`src/rtl/dump_ctrl_if.sv`:
```
// Signal bundle between dump_ctrl and its neighbours: cmd_cfg, the capture RAMs and the UART transmitter.
// Handshake: the controller pulses trmt for one cycle with tx_data stable. The transmitter answers with tx_done,
// which is honoured only while the controller is waiting for it. ren is a one-cycle read strobe, and rdata is valid one clock later.
interface dump_ctrl_if #(
  parameter int LOG2 = 9
);
  logic            dump;
  logic [2:0]      ch_sel;
  logic            capture_done;
  logic [LOG2-1:0] waddr;
  logic [LOG2-1:0] raddr;
  logic            ren;
  logic [2:0]      rd_ch;
  logic [7:0]      rdata;
  logic [7:0]      tx_data;
  logic            trmt;
  logic            tx_done;
  logic            busy;
  logic            dump_done;
  logic            dump_err;
  logic            clr_capture_done;

  modport master (
    input  dump, ch_sel, capture_done, waddr, rdata, tx_done,
    output raddr, ren, rd_ch, tx_data, trmt, busy, dump_done, dump_err, clr_capture_done
  );

  modport slave (
    output dump, ch_sel, capture_done, waddr, rdata, tx_done,
    input  raddr, ren, rd_ch, tx_data, trmt, busy, dump_done, dump_err, clr_capture_done
  );
endinterface

```
`src/rtl/dump_ctrl.sv`:
```
// Reads the circular capture RAM oldest-sample-first after a capture and sends one byte per UART handshake.
// The FSM state is exposed on dbg_state_o.
module dump_ctrl #(
  parameter int ENTRIES = 384,
  parameter int LOG2    = 9
) (
  input  logic       clk,
  input  logic       rst_n,
  dump_ctrl_if.master bus,
  output logic [2:0] dbg_state_o
);

  localparam logic [2:0] IDLE    = 3'd0;
  localparam logic [2:0] READ    = 3'd1;
  localparam logic [2:0] LOAD    = 3'd2;
  localparam logic [2:0] SEND    = 3'd3;
  localparam logic [2:0] WAIT_TX = 3'd4;
  localparam logic [2:0] DONE    = 3'd5;

  // Wrap point is the real RAM depth, which need not be a power of two.
  localparam logic [LOG2-1:0] LAST = LOG2'(ENTRIES - 1);
  localparam logic [LOG2-1:0] ONE  = LOG2'(1);

  logic [2:0]      state_q, state_d;
  logic [LOG2-1:0] raddr_q, raddr_d;
  logic [LOG2-1:0] cnt_q, cnt_d;
  logic [2:0]      rd_ch_q, rd_ch_d;
  logic [7:0]      tx_data_q, tx_data_d;
  logic            dump_err_q, dump_err_d;

  always_comb begin
    state_d    = state_q;
    raddr_d    = raddr_q;
    cnt_d      = cnt_q;
    rd_ch_d    = rd_ch_q;
    tx_data_d  = tx_data_q;
    dump_err_d = 1'b0;
    case (state_q)
      IDLE: begin
        if (bus.dump) begin
          if (bus.capture_done) begin
            raddr_d = bus.waddr;
            rd_ch_d = bus.ch_sel;
            cnt_d   = '0;
            state_d = READ;
          end else begin
            dump_err_d = 1'b1;
          end
        end
      end
      READ:    state_d = LOAD;
      LOAD: begin
        tx_data_d = bus.rdata;
        state_d   = SEND;
      end
      SEND:    state_d = WAIT_TX;
      WAIT_TX: begin
        if (bus.tx_done) begin
          if (cnt_q == LAST) begin
            state_d = DONE;
          end else begin
            cnt_d   = cnt_q + ONE;
            raddr_d = (raddr_q == LAST) ? '0 : raddr_q + ONE;
            state_d = READ;
          end
        end
      end
      DONE:    state_d = IDLE;
      default: state_d = IDLE;
    endcase
  end

  always_ff @(posedge clk or negedge rst_n) begin
    if (!rst_n) begin
      state_q    <= IDLE;
      raddr_q    <= '0;
      cnt_q      <= '0;
      rd_ch_q    <= '0;
      tx_data_q  <= '0;
      dump_err_q <= 1'b0;
    end else begin
      state_q    <= state_d;
      raddr_q    <= raddr_d;
      cnt_q      <= cnt_d;
      rd_ch_q    <= rd_ch_d;
      tx_data_q  <= tx_data_d;
      dump_err_q <= dump_err_d;
    end
  end

  // Strobes decode straight from the state register, so a reset clears them with no extra cycle.
  assign bus.raddr            = raddr_q;
  assign bus.rd_ch            = rd_ch_q;
  assign bus.tx_data          = tx_data_q;
  assign bus.ren              = (state_q == READ);
  assign bus.trmt             = (state_q == SEND);
  assign bus.busy             = (state_q != IDLE);
  assign bus.dump_done        = (state_q == DONE);
  assign bus.clr_capture_done = (state_q == DONE);
  assign bus.dump_err         = dump_err_q;
  assign dbg_state_o          = state_q;

endmodule

```
`src/flat_wrapper.sv`:
```
// flat-port wrapper written by rule: the top's interface ports become plain ports
module dump_ctrl_flat 
#(
  parameter int ENTRIES = 384,
  parameter int LOG2    = 9
)
  (clk, rst_n, dbg_state_o, bus_dump, bus_ch_sel, bus_capture_done, bus_waddr, bus_rdata, bus_tx_done, bus_raddr, bus_ren, bus_rd_ch, bus_tx_data, bus_trmt, bus_busy, bus_dump_done, bus_dump_err, bus_clr_capture_done);
  dump_ctrl_if #(.LOG2(LOG2)) bus_i ();
  input  logic clk;
  input  logic rst_n;
  output logic [2:0] dbg_state_o;
  input wire logic [$bits(bus_i.dump)-1:0] bus_dump;
  input wire logic [$bits(bus_i.ch_sel)-1:0] bus_ch_sel;
  input wire logic [$bits(bus_i.capture_done)-1:0] bus_capture_done;
  input wire logic [$bits(bus_i.waddr)-1:0] bus_waddr;
  input wire logic [$bits(bus_i.rdata)-1:0] bus_rdata;
  input wire logic [$bits(bus_i.tx_done)-1:0] bus_tx_done;
  output wire logic [$bits(bus_i.raddr)-1:0] bus_raddr;
  output wire logic [$bits(bus_i.ren)-1:0] bus_ren;
  output wire logic [$bits(bus_i.rd_ch)-1:0] bus_rd_ch;
  output wire logic [$bits(bus_i.tx_data)-1:0] bus_tx_data;
  output wire logic [$bits(bus_i.trmt)-1:0] bus_trmt;
  output wire logic [$bits(bus_i.busy)-1:0] bus_busy;
  output wire logic [$bits(bus_i.dump_done)-1:0] bus_dump_done;
  output wire logic [$bits(bus_i.dump_err)-1:0] bus_dump_err;
  output wire logic [$bits(bus_i.clr_capture_done)-1:0] bus_clr_capture_done;
  assign bus_i.dump = bus_dump;
  assign bus_i.ch_sel = bus_ch_sel;
  assign bus_i.capture_done = bus_capture_done;
  assign bus_i.waddr = bus_waddr;
  assign bus_i.rdata = bus_rdata;
  assign bus_i.tx_done = bus_tx_done;
  assign bus_raddr = bus_i.raddr;
  assign bus_ren = bus_i.ren;
  assign bus_rd_ch = bus_i.rd_ch;
  assign bus_tx_data = bus_i.tx_data;
  assign bus_trmt = bus_i.trmt;
  assign bus_busy = bus_i.busy;
  assign bus_dump_done = bus_i.dump_done;
  assign bus_dump_err = bus_i.dump_err;
  assign bus_clr_capture_done = bus_i.clr_capture_done;
  dump_ctrl #(.ENTRIES(ENTRIES), .LOG2(LOG2)) u_core (.clk(clk), .rst_n(rst_n), .bus(bus_i), .dbg_state_o(dbg_state_o));
endmodule
```
`config.mk`:
```
export PLATFORM = sky130hd
export DESIGN_NAME = dump_ctrl_flat
export DESIGN_NICKNAME = d
export VERILOG_FILES = /design/src/rtl/dump_ctrl_if.sv /design/src/rtl/dump_ctrl.sv /design/src/flat_wrapper.sv
export SDC_FILE = /design/constraint.sdc
export NUM_CORES = 1
export LEC_CHECK = 0
export ABC_AREA = 1
export CAP_MARGIN = 40
export CORE_UTILIZATION = 46
export CTS_BUF_LIST = sky130_fd_sc_hd__clkbuf_4 sky130_fd_sc_hd__clkbuf_8
export DETAILED_ROUTE_END_ITERATION = 8
export GPL_TIMING_DRIVEN = 1
export PLACE_DENSITY = 0.87
export SETUP_SLACK_MARGIN = 0.3
export SLEW_MARGIN = 20
export SYNTH_ARGS = -nofsm -noshare
export SYNTH_HDL_FRONTEND = slang
export SYNTH_SLANG_ARGS = --single-unit
```
`constraint.sdc`:
```
create_clock -name clk -period 2.7 [get_ports clk]
set_input_delay 0.405 -clock clk [delete_from_list [all_inputs] [get_ports clk]]
set_output_delay 0.405 -clock clk [all_outputs]
set_load 0.005 [all_outputs]
```
== Word-level counts from Yosys, hierarchy flattened ==
Index checks and enable logic that the tools add are counted.
Storage, ports and cells
  register bits after elaboration: 33
  input bits: 25
  output and inout bits: 29
  logic and storage cells: 44
Cells by class
  add/subtract/negate cells: 2
  eq/ne operators: 11
  multiplexer cells: 19
  reductions and logical operators: 6
Operators by type and width (number)
  $mux W9: 9
  $pmux W9 S2: 2
  $add A9 B1 Y9 const B: 2
  $eq A9 B9 Y1 const B: 2
  $pmux W3 S5: 1
  $mux W3: 4
  $ne A2 B2 Y1 const B: 4
  $eq A3 B2 Y1 const B: 2
  $eq A3 B3 Y1 const B: 2
  $reduce_and A3 Y1: 2
  $reduce_and A5 Y1: 1
  $eq A3 B1 Y1 const B: 1
  $logic_not A3 Y1: 1
  $mux W1: 3
  $reduce_bool A3 Y1: 1
  $reduce_bool A2 Y1: 1

== Depth between registers and ports, before layout ==
Gate-level depths: netlist (run 1).
  word-level depth: 5
  mapped depth: 10
  depth with buffers taken out: 10

== Worst setup path after synthesis (run 1) ==
Ideal clock, no wire load.
  kind: reg2out
  from: register u_core.state_q[0], in the netlist u_core.dbg_state_o[0]
  to: output bus_dump_done
  arrival time: 1.069 ns
  data required time: 2.295 ns
  path slack: 1.226 ns
  stages on the path, launching flop included: 5
  path buffers: 1
  cell sequence: dfrtp_1 inv_1 or2_2 nor2_1 buf_4
On the way
  longest elaborated chain between the ends: 1
Ends and longest elaborated chain
  start: declaration: RTL line dump_ctrl.sv:24  | logic [2:0] state_q, state_d;
  start signal: assignment: RTL line dump_ctrl.sv:82  | state_q <= state_d;
  $eq A3 B3 Y1
  end: declaration: RTL line flat_wrapper.sv:24  | output wire logic [$bits(bus_i.dump_done)-1:0] bus_dump_done;
Every way passes these cells.

== Worst setup path in the final report (run 1) ==
  from: register u_core.state_q[0], in the netlist u_core.dbg_state_o[0]
  to: output bus_clr_capture_done
On the way
  longest elaborated chain between the ends: 1
Ends and longest elaborated chain
  $eq A3 B3 Y1: RTL line dump_ctrl.sv:99  | assign bus.clr_capture_done = (state_q == DONE);
  end: declaration: RTL line flat_wrapper.sv:26  | output wire logic [$bits(bus_i.clr_capture_done)-1:0] bus_clr_capture_done;
Every way passes these cells.

==> results.json, run 1 <==
{
  "outcome": "complete, no violations",
  "clockBufferDepth": 2,
  "antennaDiodeCount": 0,
  "post-cts-setup-buffers": 0,
  "grt_max_degree": 34,
  "seqCellArea_um2": 825.8,
  "critPathCaptureType": "output pin",
  "setup_violations": 0,
  "cts_tree": "done",
  "rows": 22,
  "core-area_um2": 3716,
  "post-route-util_pct": 66.60,
  "cts-htree-levels": 2,
  "pin_count": 54,
  "start_util_pct": 48.52,
  "fin_skew_ns": 0.005704,
  "synth_top_area_cell": "dfrtp_1",
  "synth_cell_types": 30,
  "drt_wl_total_um": 3880,
  "cts-resized-gates": 0,
  "dp_cells": 311,
  "drtPass1Iterations": 4,
  "overflow": 0,
  "drt-wirelength-per-cell_um": 12.16,
  "fin_cells": 319,
  "antenna_found_initial": 0,
  "ys_ff_latch": 33,
  "fillerInstances": 315,
  "clock-root-buffer": "clkbuf_8",
  "synth.most_common_cell": "nand2_1",
  "relSlewSlack_pct": 72.15,
  "cp_slowest_stage_delay_ns": 0.52,
  "viasPerCell": 5.025,
  "die_area_um2": 4174,
  "drc": 0,
  "finalSetupTns_ns": 0,
  "num_vias": 1603,
  "synth_area_leaders": "dfrtp_1 (46%), nand2_1 (15%), mux2_2 (6.9%)",
  "cp-start-kind": "register",
  "synth_top_area_share_pct": 45.80,
  "drt_iter0_markers": 107,
  "synth_ff_type": "dfrtp_1",
  "grt_pass1_vias": 1517,
  "synth.net_count": 241,
  "grt_pass1_wl_um": 6492,
  "grt.total_usage_pct": 20.73,
  "netlist_instances": 214,
  "multi_input_area_um2": 855.8,
  "crit_arrival_ns": 1.82,
  "avgSynthCellArea_um2": 8.425,
  "clk_pin_slew_ns": 0.07,
  "cts_sinks": 33,
  "cts.hold.buffers_added": 0,
  "cap_violations": 0,
  "p_leak_nw": 1.153,
  "power.density_nw_per_um2": 1004,
  "die_h_um": 64.61,
  "crit_required_ns": 2.30,
  "hold_ws_ns": 0.5064,
  "drive_above_1_share_pct": 15.13,
  "ys_warn_count": 0,
  "vdd_drop_max_v": 0.0006901,
  "synthTopCellsByCount": "nand2_1 (71), dfrtp_1 (33), inv_1 (17), nor2_1 (15), nand3_1 (12)",
  "timing.final.crit_share_pct": 82.30,
  "hold_viol": 0,
  "synthArstFlopShare_pct": 100.0,
  "cp_max_fo": 5,
  "cts_buffers": 5,
  "crit_slowest_cell": "clkdlybuf4s50_1",
  "rsz0062_at_grt": "no",
  "synth-edff-count": 0,
  "slew_violations": 0,
  "r2r_slack_ns": 0.99,
  "clock.fmax_mhz": 450.0,
  "setup.worst_path.class": "register to output pin",
  "hpwl_um": 2720,
  "syn2layout_area_growth_pct": 37.27,
  "hold_class": "input pin to asynchronous set/reset pin",
  "clkLatencyLatePin_ns": 0.29,
  "place.gp.congestion": 0.7829,
  "port-buffer-count": 53,
  "fin_nets": 297,
  "die_w_um": 64.61,
  "yosysSeqAreaShare_pct": 45.80,
  "cp_cell_sequence": "inv_1, or2_2, nor2_1, clkdlybuf4s50_1",
  "tightestPinTransition_ns": 0.4178,
  "syn_area_um2": 1803,
  "min_period_ns": 2.222,
  "ant_nets": 0
}
-- layer usage --
layer  vias up  wire [um]  global-route usage [%]
met5         -          0                       0
met4         0         18                   6.389
met3         2        307                   10.56
met2        56       1782                   31.32
met1       746       1773                   25.71
li1        799          -                       -
-- path summary, 6_finish.rpt --
kind	startpoint	end	cells past startpoint
min in group clk	u_core.bus.tx_data[6]	u_core.bus.tx_data[6]	1
min reg2reg	u_core.bus.tx_data[6]	u_core.bus.tx_data[6]	1
max reg2reg	u_core.dbg_state_o[1]	u_core.bus.raddr[7]	9
max in group asynchronous	rst_n	u_core.cnt_q[4]	2
max	u_core.dbg_state_o[0]	bus_clr_capture_done	4
min	rst_n	u_core.bus.rd_ch[1]	2
-- worst max-delay path, delay by kind of cell (launching register included) --
| kind | cells | cell delay [ns] |
|---|---|---|
| buffers and inverters | 2 | 0.63 |
| flip-flops | 1 | 0.47 |
| AND/OR/NAND/NOR | 2 | 0.44 |
-- logic make-up after synthesis --
| logic type | Yosys count | share of synthesized area [%] |
|---|---|---|
| AOI/OAI and AO/OA | 26 | 9.507 |
| xor gates and xnor gates | 3 | 1.458 |
| adders and majority gates | 2 | 1.388 |
| buffers and inverters | 25 | 6.731 |
| DFF | 33 | 45.80 |
| muxes | 12 | 7.425 |
| and+or+nand+nor | 113 | 27.69 |
-- through the flow --
stage / instance area [um^2] / power, mW / worst slack, ns
floorplan: 1803 / 1.472 / 1.226
global placement: 2355 / 1.962 / 0.8717
detailed placement: 2355 / 1.998 / 0.7861
CTS: 2475 / 2.510 / 0.4596
global route: 2475 / 2.665 / 0.3628
finish: 2475 / 2.484 / 0.4780
-- area by class of cell --
class	instances	area share, %
Clock buffer	6	3.337
Clock inverter	2	1.517
Inverter	20	3.033
Multi-Input combinational cell	156	34.58
Sequential cell	33	33.37
Tap cell	48	2.427
Timing Repair Buffer	54	21.74
-- where the power goes --
part | internal, mW | switching (mW) | total (mW)
sequential | 0.686 | 0.184 | 0.869
combinational | 0.636 | 0.485 | 1.12
clock | 0.300 | 0.193 | 0.493
-- cell usage in the layout (no fill, tap or decap), types with 4 or more instances in the layout --
cell,netlist,routed
mux2_2,11,11
dfrtp_1,33,33
o21ai_2,6,6
or2_2,4,4
clkdlybuf4s50_1,0,53
clkbuf_8,0,6
inv_1,17,17
nand2_2,4,4
nand3_1,12,12
o21ai_0,8,8
nand2_1,71,71
nor2_1,15,15
-- registers in the layout, summed over array words and instances, names as in the netlist --
signal,flops
u_core.dbg_state_o,3
u_core.bus.rd_ch,3
u_core.bus.dump_err,1
u_core.bus.tx_data,8
u_core.cnt_q,9
u_core.bus.raddr,9
(Power assumes the default switching activity.)
==> run 2: changes to the inputs <==
==> constraint.sdc (replaced) <==
create_clock -name clk -period 2.2 [get_ports clk]
set_input_delay 0.33 -clock clk [delete_from_list [all_inputs] [get_ports clk]]
set_output_delay 0.33 -clock clk [all_outputs]
set_load 0.005 [all_outputs]
==> run 2 against run 1 <==
  * Sequential power is 20% higher
  * Clock skew increased by 0.0019 ns
  * Power rose by 28%
  * Non-clock buffer count is 2 higher
  * Critical path depth stayed put
  * Clock power up 43%
  * First-iteration DRC count up 2.8%
  * Via count shrank 2.0%
  * Critical path type unchanged
==> results.json, run 2 (synthesis results as in run 1) <==
{
  "relSlewSlack_pct": 71.80,
  "drive_above_1_share_pct": 17.22,
  "rows": 22,
  "final_cell_mix": "nand2_1 (71), clkdlybuf4s50_1 (49), dfrtp_1 (30), inv_1 (17), nor2_1 (14)",
  "hpwl_um": 2794,
  "cts_tree": "done",
  "min_period_ns": 1.833,
  "cp-start-kind": "register",
  "layout_commonest_cell": "nand2_1",
  "clockBufferDepth": 2,
  "crit_slowest_cell": "clkdlybuf4s50_1",
  "fin_skew_ns": 0.007643,
  "drt_iter0_markers": 110,
  "grt_pass1_wl_um": 6782,
  "drtPass1Iterations": 4,
  "finalPower_mw": 3.172,
  "start_util_pct": 48.52,
  "combPwrFrac_pct": 44.9,
  "drc": 0,
  "place.gp.congestion": 0.7413,
  "drt-wirelength-per-cell_um": 12.03,
  "clk_pin_slew_ns": 0.07,
  "clock.fmax_mhz": 545.5,
  "slew_violations": 0,
  "clock_power_share_pct": 22.2,
  "finalSetupTns_ns": 0,
  "cap_violations": 0,
  "die_w_um": 64.61,
  "fin_nets": 299,
  "cp_num_buf_inv": 2,
  "vdd_drop_max_v": 0.0008764,
  "r2r_slack_ns": 0.46,
  "port-buffer-count": 53,
  "setup_violations": 0,
  "p_leak_nw": 1.188,
  "fin_cells": 321,
  "switching_share_pct": 34.04,
  "core-area_um2": 3716,
  "grt_pass1_vias": 1558,
  "drt_wl_total_um": 3861,
  "cp_slowest_stage_delay_ns": 0.50,
  "cts-htree-levels": 2,
  "power.density_nw_per_um2": 1263,
  "cp_cell_sequence": "buf_4, nand2_1, nor2_1, clkdlybuf4s50_1",
  "rr_worst_depth": 8,
  "cp_max_fo": 5,
  "crit_family": "buffers and inverters",
  "tightestPinTransition_ns": 0.4231,
  "crit_required_ns": 1.87,
  "r2r_start": "u_core.dbg_state_o[0]",
  "cts_buffers": 5,
  "place_ws_ns": 0.3880,
  "outcome": "complete, no violations",
  "cts_sinks": 33,
  "setup.worst_path.class": "register to output pin",
  "antennaDiodeCount": 0,
  "ant_nets": 0,
  "seq_power_share_pct": 32.9,
  "overflow": 0,
  "hold_class": "input pin to asynchronous set/reset pin",
  "timing.final.crit_share_pct": 83.33,
  "post-route-util_pct": 67.61,
  "clkLatencyLatePin_ns": 0.29,
  "cts.hold.buffers_added": 0,
  "p_int_mw": 2.092,
  "grt_max_degree": 34,
  "viasPerCell": 4.894,
  "num_vias": 1571,
  "dp_cells": 311,
  "grt.total_usage_pct": 21.20,
  "die_area_um2": 4174,
  "r2r_end": "u_core.bus.raddr[4]",
  "p_switching_mw": 1.080,
  "pin_count": 54,
  "setup_slack_ns": 0.3668,
  "syn2layout_area_growth_pct": 39.35,
  "die_h_um": 64.61,
  "critPathCaptureType": "output pin",
  "hold_viol": 0,
  "rsz0062_at_grt": "no",
  "crit_arrival_ns": 1.50,
  "antenna_found_initial": 0,
  "clock-root-buffer": "clkbuf_8"
}
==> run 2: timing repair <==
action                                  in CTS  in global routing
pin swaps                                    0                  1
buffers inserted                             2                  0
cloned                                       0                  0
gates resized for setup                      7                  1
endpoints found under the setup margin       4                  1
==> run 2: stage by stage <==
stage	hold slack, ns	instance area (um^2)
finish	0.4406	2512
CTS	0.4519	2510
global route	0.4831	2512
detailed placement	0.4969	2355
floorplan	0.03441	1803
global placement	0.4868	2355
==> run 2: cell type report <==
class	count	area, um^2
Clock buffer	5	68.82
Clock inverter	3	68.82
Fill cell	316	1204
Inverter	20	75.07
Multi-Input combinational cell	156	858.3
Sequential cell	33	829.5
Tap cell	48	60.06
Timing Repair Buffer	56	551.8
==> run 2: worst max-delay path by stage <==
| stage | slack, ns | startpoint | depth (start not counted) | endpoint |
|---|---|---|---|---|
| 2_1_floorplan | 0.78 | u_core.cnt_q[0] | 10 | u_core.bus.raddr[2] |
| 3_3_place_gp | 0.45 | u_core.dbg_state_o[0] | 4 | bus_dump_done |
| 3_5_place_dp | 0.39 | u_core.dbg_state_o[0] | 4 | bus_clr_capture_done |
| 4_1_cts | 0.30 | u_core.dbg_state_o[1] | 4 | bus_busy |
| 5_1_grt | 0.30 | u_core.dbg_state_o[1] | 4 | bus_trmt |
| 6_report | 0.37 | u_core.dbg_state_o[1] | 4 | bus_trmt |
==> run 2: layer usage <==
layer	vias up	global-route usage (%)	share of wire (%)
li1	802	-	-
met1	714	26.34	45
met4	0	6.667	0.75
met5	-	0	0
met2	51	33.55	46
met3	4	8.627	8.1
==> run 2: power by group through the flow <==
stage	logic [mW]	clock network [mW]	registers, mW
after global routing	1.58	0.743	1.08
after floorplan	0.760	0	1.05
final	1.42	0.704	1.04
after detailed placement	1.38	0	1.07
after CTS	1.44	0.714	1.04
after global placement	1.35	0	1.06
==> run 3: changes to the inputs <==
--- a/config.mk
+++ b/config.mk
@@ -7,7 +7,7 @@
 export LEC_CHECK = 0
 export ABC_AREA = 1
 export CAP_MARGIN = 40
-export CORE_UTILIZATION = 46
+export CORE_UTILIZATION = 44
 export CTS_BUF_LIST = sky130_fd_sc_hd__clkbuf_4 sky130_fd_sc_hd__clkbuf_8
 export DETAILED_ROUTE_END_ITERATION = 8
 export GPL_TIMING_DRIVEN = 1
==> constraint.sdc (replaced) <==
create_clock -name clk -period 1.5 [get_ports clk]
set_input_delay 0.225 -clock clk [delete_from_list [all_inputs] [get_ports clk]]
set_output_delay 0.225 -clock clk [all_outputs]
set_load 0.005 [all_outputs]
==> run 3 against run 2 <==
  * The flow now finishes with violations (negative setup slack)
  * First-iteration DRC count rose to 2.6 times the previous value
  * Count of clock-buffer cells in the layout unchanged
  * Combinational power rose to 2.6 times the previous value
  * Register-to-register slack worse by 0.49 ns
  * Hold slack worse by 0.16 ns
  * Clock power down 0.9%
  * Cell count up 16%
  * Die area up 4.4%
==> results.json, run 3 (synthesis results as in run 1) <==
{
  "failed_checks": "negative setup slack",
  "place.gp.congestion": 0.7797,
  "start_util_pct": 47.46,
  "grt.total_usage_pct": 27.00,
  "drive_above_1_share_pct": 42.72,
  "outcome": "finished with violations",
  "antenna_found_initial": 0,
  "fin_nets": 349,
  "grt_pass1_vias": 1925,
  "finalSetupTns_ns": -0.2075,
  "crit_arrival_ns": 1.72,
  "cts_tree": "done",
  "clkLatencyLatePin_ns": 0.30,
  "hold_viol": 0,
  "hpwl_um": 3022,
  "multi_input_area_um2": 1096,
  "p_leak_nw": 1.538,
  "clk_pin_slew_ns": 0.08,
  "placedInstanceArea_um2": 2519,
  "grt_pass1_wl_um": 8652,
  "viasPerCell": 5.569,
  "clock.fmax_mhz": 652.9,
  "slew_violations": 0,
  "fillerInstances": 222,
  "cts_buffers": 5,
  "overflow": 0,
  "power.density_nw_per_um2": 1896,
  "setup_violations": 12,
  "hold_ws_ns": 0.2806,
  "pin_count": 54,
  "setup_slack_ns": -0.03173,
  "rr_worst_depth": 8,
  "drtPass1Iterations": 4,
  "core-area_um2": 3799,
  "port-buffer-count": 53,
  "rows": 22,
  "cp_max_fo": 7,
  "clockBufferDepth": 2,
  "r2r_start": "u_core.dbg_state_o[1]",
  "cts.hold.buffers_added": 0,
  "cap_violations": 0,
  "ant_nets": 0,
  "layout_commonest_cell": "nand2_1",
  "grt_max_degree": 34,
  "r2r_end": "u_core.bus.raddr[7]",
  "rsz0062_at_grt": "yes",
  "relSlewSlack_pct": 79.10,
  "vdd_drop_max_v": 0.001011,
  "crit_required_ns": 1.69,
  "final_area_um2": 3067,
  "cp-start-kind": "register",
  "min_period_ns": 1.532,
  "place_ws_ns": -0.05438,
  "drt_iter0_markers": 282,
  "num_vias": 2066,
  "setup.worst_path.class": "register to register",
  "drc": 0,
  "antennaDiodeCount": 0,
  "r2r_slack_ns": -0.03,
  "seqCellArea_um2": 828.3,
  "fin_skew_ns": 0.01175,
  "final_cell_mix": "nand2_1 (54), buf_4 (37), dfrtp_1 (31), clkdlybuf4s50_1 (24), nand2_2 (16)",
  "drt_wl_total_um": 6623,
  "critPathCaptureType": "register",
  "die_h_um": 66.02,
  "tightestPinTransition_ns": 0.3134,
  "cts-htree-levels": 2,
  "die_w_um": 66.02,
  "die_area_um2": 4358,
  "drt-wirelength-per-cell_um": 17.85,
  "cts_sinks": 33,
  "hold_class": "input pin to asynchronous set/reset pin",
  "timing.final.crit_share_pct": 102.1,
  "syn2layout_area_growth_pct": 70.09,
  "post-route-util_pct": 80.73,
  "clock-root-buffer": "clkbuf_8"
}
==> run 3: cell types whose count changed in the layout (fill, tap and decap cells not counted), moves of 8 or more <==
cell             previous run  this run
buf_6                       0        15
dlygate4sd2_1               3        13
clkdlybuf4s50_1            49        24
mux2_2                     11         3
nand2_2                     4        16
nand2_1                    71        54
mux2_4                      0         8
buf_4                       3        37
==> run 3: area by class of cell <==
class	count	area share [%]
tap	48	1.958
inverter	20	2.774
sequential	33	27.01
clock buffer	5	2.244
clock inverter	3	0.5712
timing repair buffer	103	29.70
multi-input combinational	159	35.74
==> run 3: metrics by stage <==
step | cells | power (mW)
after floorplan | 214 | 2.735
after CTS | 359 | 4.975
final | 371 | 5.816
after global placement | 326 | 3.773
after detailed placement | 326 | 3.871
after global routing | 371 | 6.094
==> run 3: routing by layer <==
layer	up-vias	global-route usage [%]	part of all wire (%)
met2	125	48.60	52
met4	0	15.43	6.1
met1	995	28.77	35
met3	45	5.862	7.6
met5	-	0	0
li1	901	-	-
==> run 3: worst max-delay path by stage <==
stage                                from                    to  slack [ns]
finish              u_core.dbg_state_o[1]   u_core.bus.raddr[7]       -0.03
floorplan                 u_core.cnt_q[0]   u_core.bus.raddr[2]        0.13
global route              u_core.cnt_q[0]   u_core.bus.raddr[0]       -0.07
global placement    u_core.dbg_state_o[1]  bus_clr_capture_done       -0.02
CTS                 u_core.dbg_state_o[0]   u_core.bus.raddr[7]       0.006
detailed placement  u_core.dbg_state_o[1]  bus_clr_capture_done       -0.05
==> run 3: power by group <==
group	internal (mW)	switching (mW)
sequential	1.24	0.246
clock	0.321	0.377
combinational	1.92	1.71
==> run 3: worst max-delay path, stage by stage (launching register included) <==
cell,delay [ns]
dfrtp_2,0.41
buf_6,0.13
nor2_4,0.18
nand2_4,0.08
or2_4,0.32
nand2_8,0.13
inv_8,0.06
nand2_2,0.05
nand2_1,0.05
==> run 3: timing repair <==
item | in CTS | in global routing
pin swaps | 15 | 18
gates cloned | 3 | 0
resized for setup | 81 | 50
setup buffers | 22 | 12
endpoints found under the setup margin | 60 | 45
==> RTL change: new RTL, settings of run 3 <==
`raddr_q` and `tx_data_q` no longer have a reset.
--- a/src/rtl/dump_ctrl.sv
+++ b/src/rtl/dump_ctrl.sv
@@ -73,19 +73,20 @@
   always_ff @(posedge clk or negedge rst_n) begin
     if (!rst_n) begin
       state_q    <= IDLE;
-      raddr_q    <= '0;
       cnt_q      <= '0;
       rd_ch_q    <= '0;
-      tx_data_q  <= '0;
       dump_err_q <= 1'b0;
     end else begin
       state_q    <= state_d;
-      raddr_q    <= raddr_d;
       cnt_q      <= cnt_d;
       rd_ch_q    <= rd_ch_d;
-      tx_data_q  <= tx_data_d;
       dump_err_q <= dump_err_d;
     end
+  end
+
+  always_ff @(posedge clk) begin
+    raddr_q   <= raddr_d;
+    tx_data_q <= tx_data_d;
   end
 
   // Strobes decode straight from the state register, so a reset clears them with no extra cycle.
Function: changed (a bounded check fails within 4 cycles, from zero or initial values and one cycle with rst_n low).
==> RTL change against run 3 <==
  * The flow still finishes with violations (setup timing)
  * Setup slack worse by 0.16 ns
  * First-iteration DRC count decreased by 40%
  * Core utilization increased by 2.5 points
  * Final cell count fell by 1.9%
  * Total power is 14% lower
  * Cell area increased by 1.6%
  * Sequential cell count unchanged
  * Count of clock-buffer cells in the layout unchanged
  * Synthesized cell count is 4.2% lower
  * Die area fell by 2.4%
  * Routed wire length is 16% higher
  * Synthesized area down 2.5%
  * Sequential power fell by 5%
  * Highest routed layer unchanged
==> RTL change: results (changes against run 3) <==
qor: critical_path.critical_path.startpoint_type register
qor: cts.tritoncts.num_buffers 5 [unchanged]
qor: grt.grt_pass1_vias 1,917 [-0.42%]
qor: grt.initial_antenna_violation_count 0 [unchanged]
qor: routing.drt-vias-per-instance 5.77 [+3.7%]
qor: cts.max-clock-path-buffers 2 [unchanged]
qor: grt.grt_pass1_wl 9120 um [+5.4%]
qor: cts.cts_max_level 2 [unchanged]
qor: logic_synthesis.yosys.cell_count.top_type nand2_1
qor: layout.antennaDiodeCount 0 [unchanged]
qor: placement.cell_area_placed 2440 sq um [-3.1%]
qor: status.outcome finished, violations left
qor: logic_synthesis.postSynth.topFlopCell edfxtp_1
qor: logic_synthesis.yosys-top-cells-area edfxtp_1 (29%), dfrtp_1 (23%), nand2_1 (15%)
qor: layout.fin_nets 342 [-2.0%]
qor: logic_synthesis.ys_async_rst_share 48.5% [-52 points]
qor: grt.m2_gr_usage 53.0% [+4.4 points]
qor: status.failing_checks setup timing
qor: min_path.hold_path.class input pin to asynchronous set/reset pin
qor: grt.pin_count_of_the_biggest_net_entering_global_routing 20 [-41%]
qor: logic_synthesis.synth-seq-area-share 51.8% [+6.0 points]
qor: cts.cts-root-buf clkbuf_8
qor: critical_path.timing.critical_path.to u_core.cnt_q[4]$_DFFE_PN0P_
qor: placement.buffer_ports.inserted 53 [unchanged]
qor: grt.grt.met3_usage 5.21% [-0.65 points]
qor: power.power.switching 0.00197 W [-16%]
qor: power.power.leakage 1.40 nW [-9.3%]
qor: timing.worst_pin_slew 0.307 ns [-0.00681 ns]
qor: cts.clk_pin_slew_worst_paths 0.08 ns [about the same]
qor: timing.setup-tns-final -0.733 ns [-0.526 ns]
qor: logic_synthesis.synth_edf_count 17 [+17]
qor: critical_path.crit-reg2reg-launch u_core.cnt_q[0]$_DFFE_PN0P_
qor: grt.grt.met1_usage 32.1% [+3.3 points]
qor: logic_synthesis.synth_top_cells_by_count nand2_1 (70), nor2_1 (27), nand3_1 (19)
qor: timing.clock-skew-final 0.00918 ns [-0.00257 ns]
qor: routing.detailedRoute.firstPassIterationCount 5 [+1]
qor: critical_path.arrival 1.91 ns [+0.19 ns]
qor: grt.grt_use_total 29.4% [+2.4 points]
qor: routing.routed_wl 7650 um [+16%]
qor: placement.dp_hpwl 3020 um [-0.19%]
qor: critical_path.ff2ff_path_depth 7 [-1]
qor: logic_synthesis.yosys.cell_types.count 28 [-6.7%]
qor: critical_path.cp_max_fo 4 [-3]
qor: power.max-vdd-ir-drop 1370 uV [+35%]
qor: placement.global_placement_routability_congestion 0.783 [+0.37%]
qor: timing.timing.final.setup_violations 16 [+4]
qor: layout.drive_gt1_share 43.0% [+0.31 points]
qor: timing.postLayoutSetupSlackWorst -0.192 ns [-0.161 ns]
qor: logic_synthesis.postSynthNetCount 232 [-3.7%]
qor: cts.clk-insertion-delay-late 0.30 ns [about the same]
qor: logic_synthesis.yosysWarnings 0 [unchanged]
qor: routing.first_iter_violations 170 [-40%]
RTL change: changes by cell type after synthesis, sizes merged, moves of 4 or more:
cell,run 3,this run
dfrtp,33,16
edfxtp,0,17
inv,20,16
mux2,11,3
nand3,13,20
nand3b,0,4
nor2,16,29
o21ai,17,7
or2,5,0
RTL change: what timing repair did:
item	CTS	global route
gates cloned	1	0
hold buffers	0	0
endpoints found under the setup margin	69	55
endpoints found under the hold margin	0	0
gates resized for setup	107	53
buffers inserted	31	10
pin swaps	17	24
RTL change: per-layer routing:
| metal | wire length [um] | vias to the layer above |
|---|---|---|
| met5 | 0 | - |
| met4 | 500 | 0 |
| met3 | 647 | 53 |
| met2 | 3920 | 164 |
| met1 | 2580 | 999 |
| li1 | - | 886 |
RTL change: layout make-up:
cell class,count,area (sq um)
repair buffers,107,985
multi-input cells,151,983
flip-flops and latches,33,915
fillers,188,629
inverters,16,76.3
clock buffers,5,68.8
well taps,48,60.1
clock inverters,3,17.5
repair inverters,1,8.76
RTL change: per-stage QoR:
stage          setup slack, ns  instances  power (W)
6_report                -0.192        364    0.00498
5_1_grt                 -0.221        364    0.00515
4_1_cts                 0.0687        354    0.00418
3_5_place_dp           -0.0140        314    0.00305
3_3_place_gp            0.0114        314    0.00299
2_1_floorplan           0.0587        205    0.00218
RTL change: kinds of logic after synthesis:
| group | synth area share [%] |
|---|---|
| and+or+nand+nor | 34.7 |
| AOI/OAI and AO/OA | 3.42 |
| DFF | 51.8 |
| xor gates and xnor gates | 0.997 |
| buffers and inverters | 5.69 |
| adders and majority gates | 1.42 |
| muxes | 1.92 |
RTL change: power groups by stage:
stage	Sequential, W	Clock [W]	Combinational, W
5_1_grt	0.00144	0.000706	0.00300
6_report	0.00142	0.000682	0.00287
3_5_place_dp	0.00145	0	0.00160
3_3_place_gp	0.00143	0	0.00155
4_1_cts	0.00139	0.000667	0.00213
2_1_floorplan	0.00146	0	0.000717
RTL change: how the worst min path moves through the flow:
stage,startpoint,slack (ns),to
global placement,u_core.cnt_q[7]$_DFFE_PN0P_,0.48,u_core.cnt_q[7]$_DFFE_PN0P_
floorplan,rst_n,-0.07,u_core.bus.dump_err$_DFF_PN0_
detailed placement,u_core.cnt_q[7]$_DFFE_PN0P_,0.48,u_core.cnt_q[7]$_DFFE_PN0P_
CTS,rst_n,0.26,u_core.dbg_state_o[1]$_DFFE_PN0P_
finish,rst_n,0.30,u_core.cnt_q[3]$_DFFE_PN0P_
global route,rst_n,0.32,u_core.dbg_state_o[1]$_DFFE_PN0P_
RTL change: critical path, stage by stage (launching register included):
cell      delay [ns]
dfrtp_1         0.36
ha_2            0.22
nand2_4         0.09
o21bai_1        0.28
o21ai_0         0.21
nor2_1          0.16
nand3_1         0.15
nand2_2         0.14
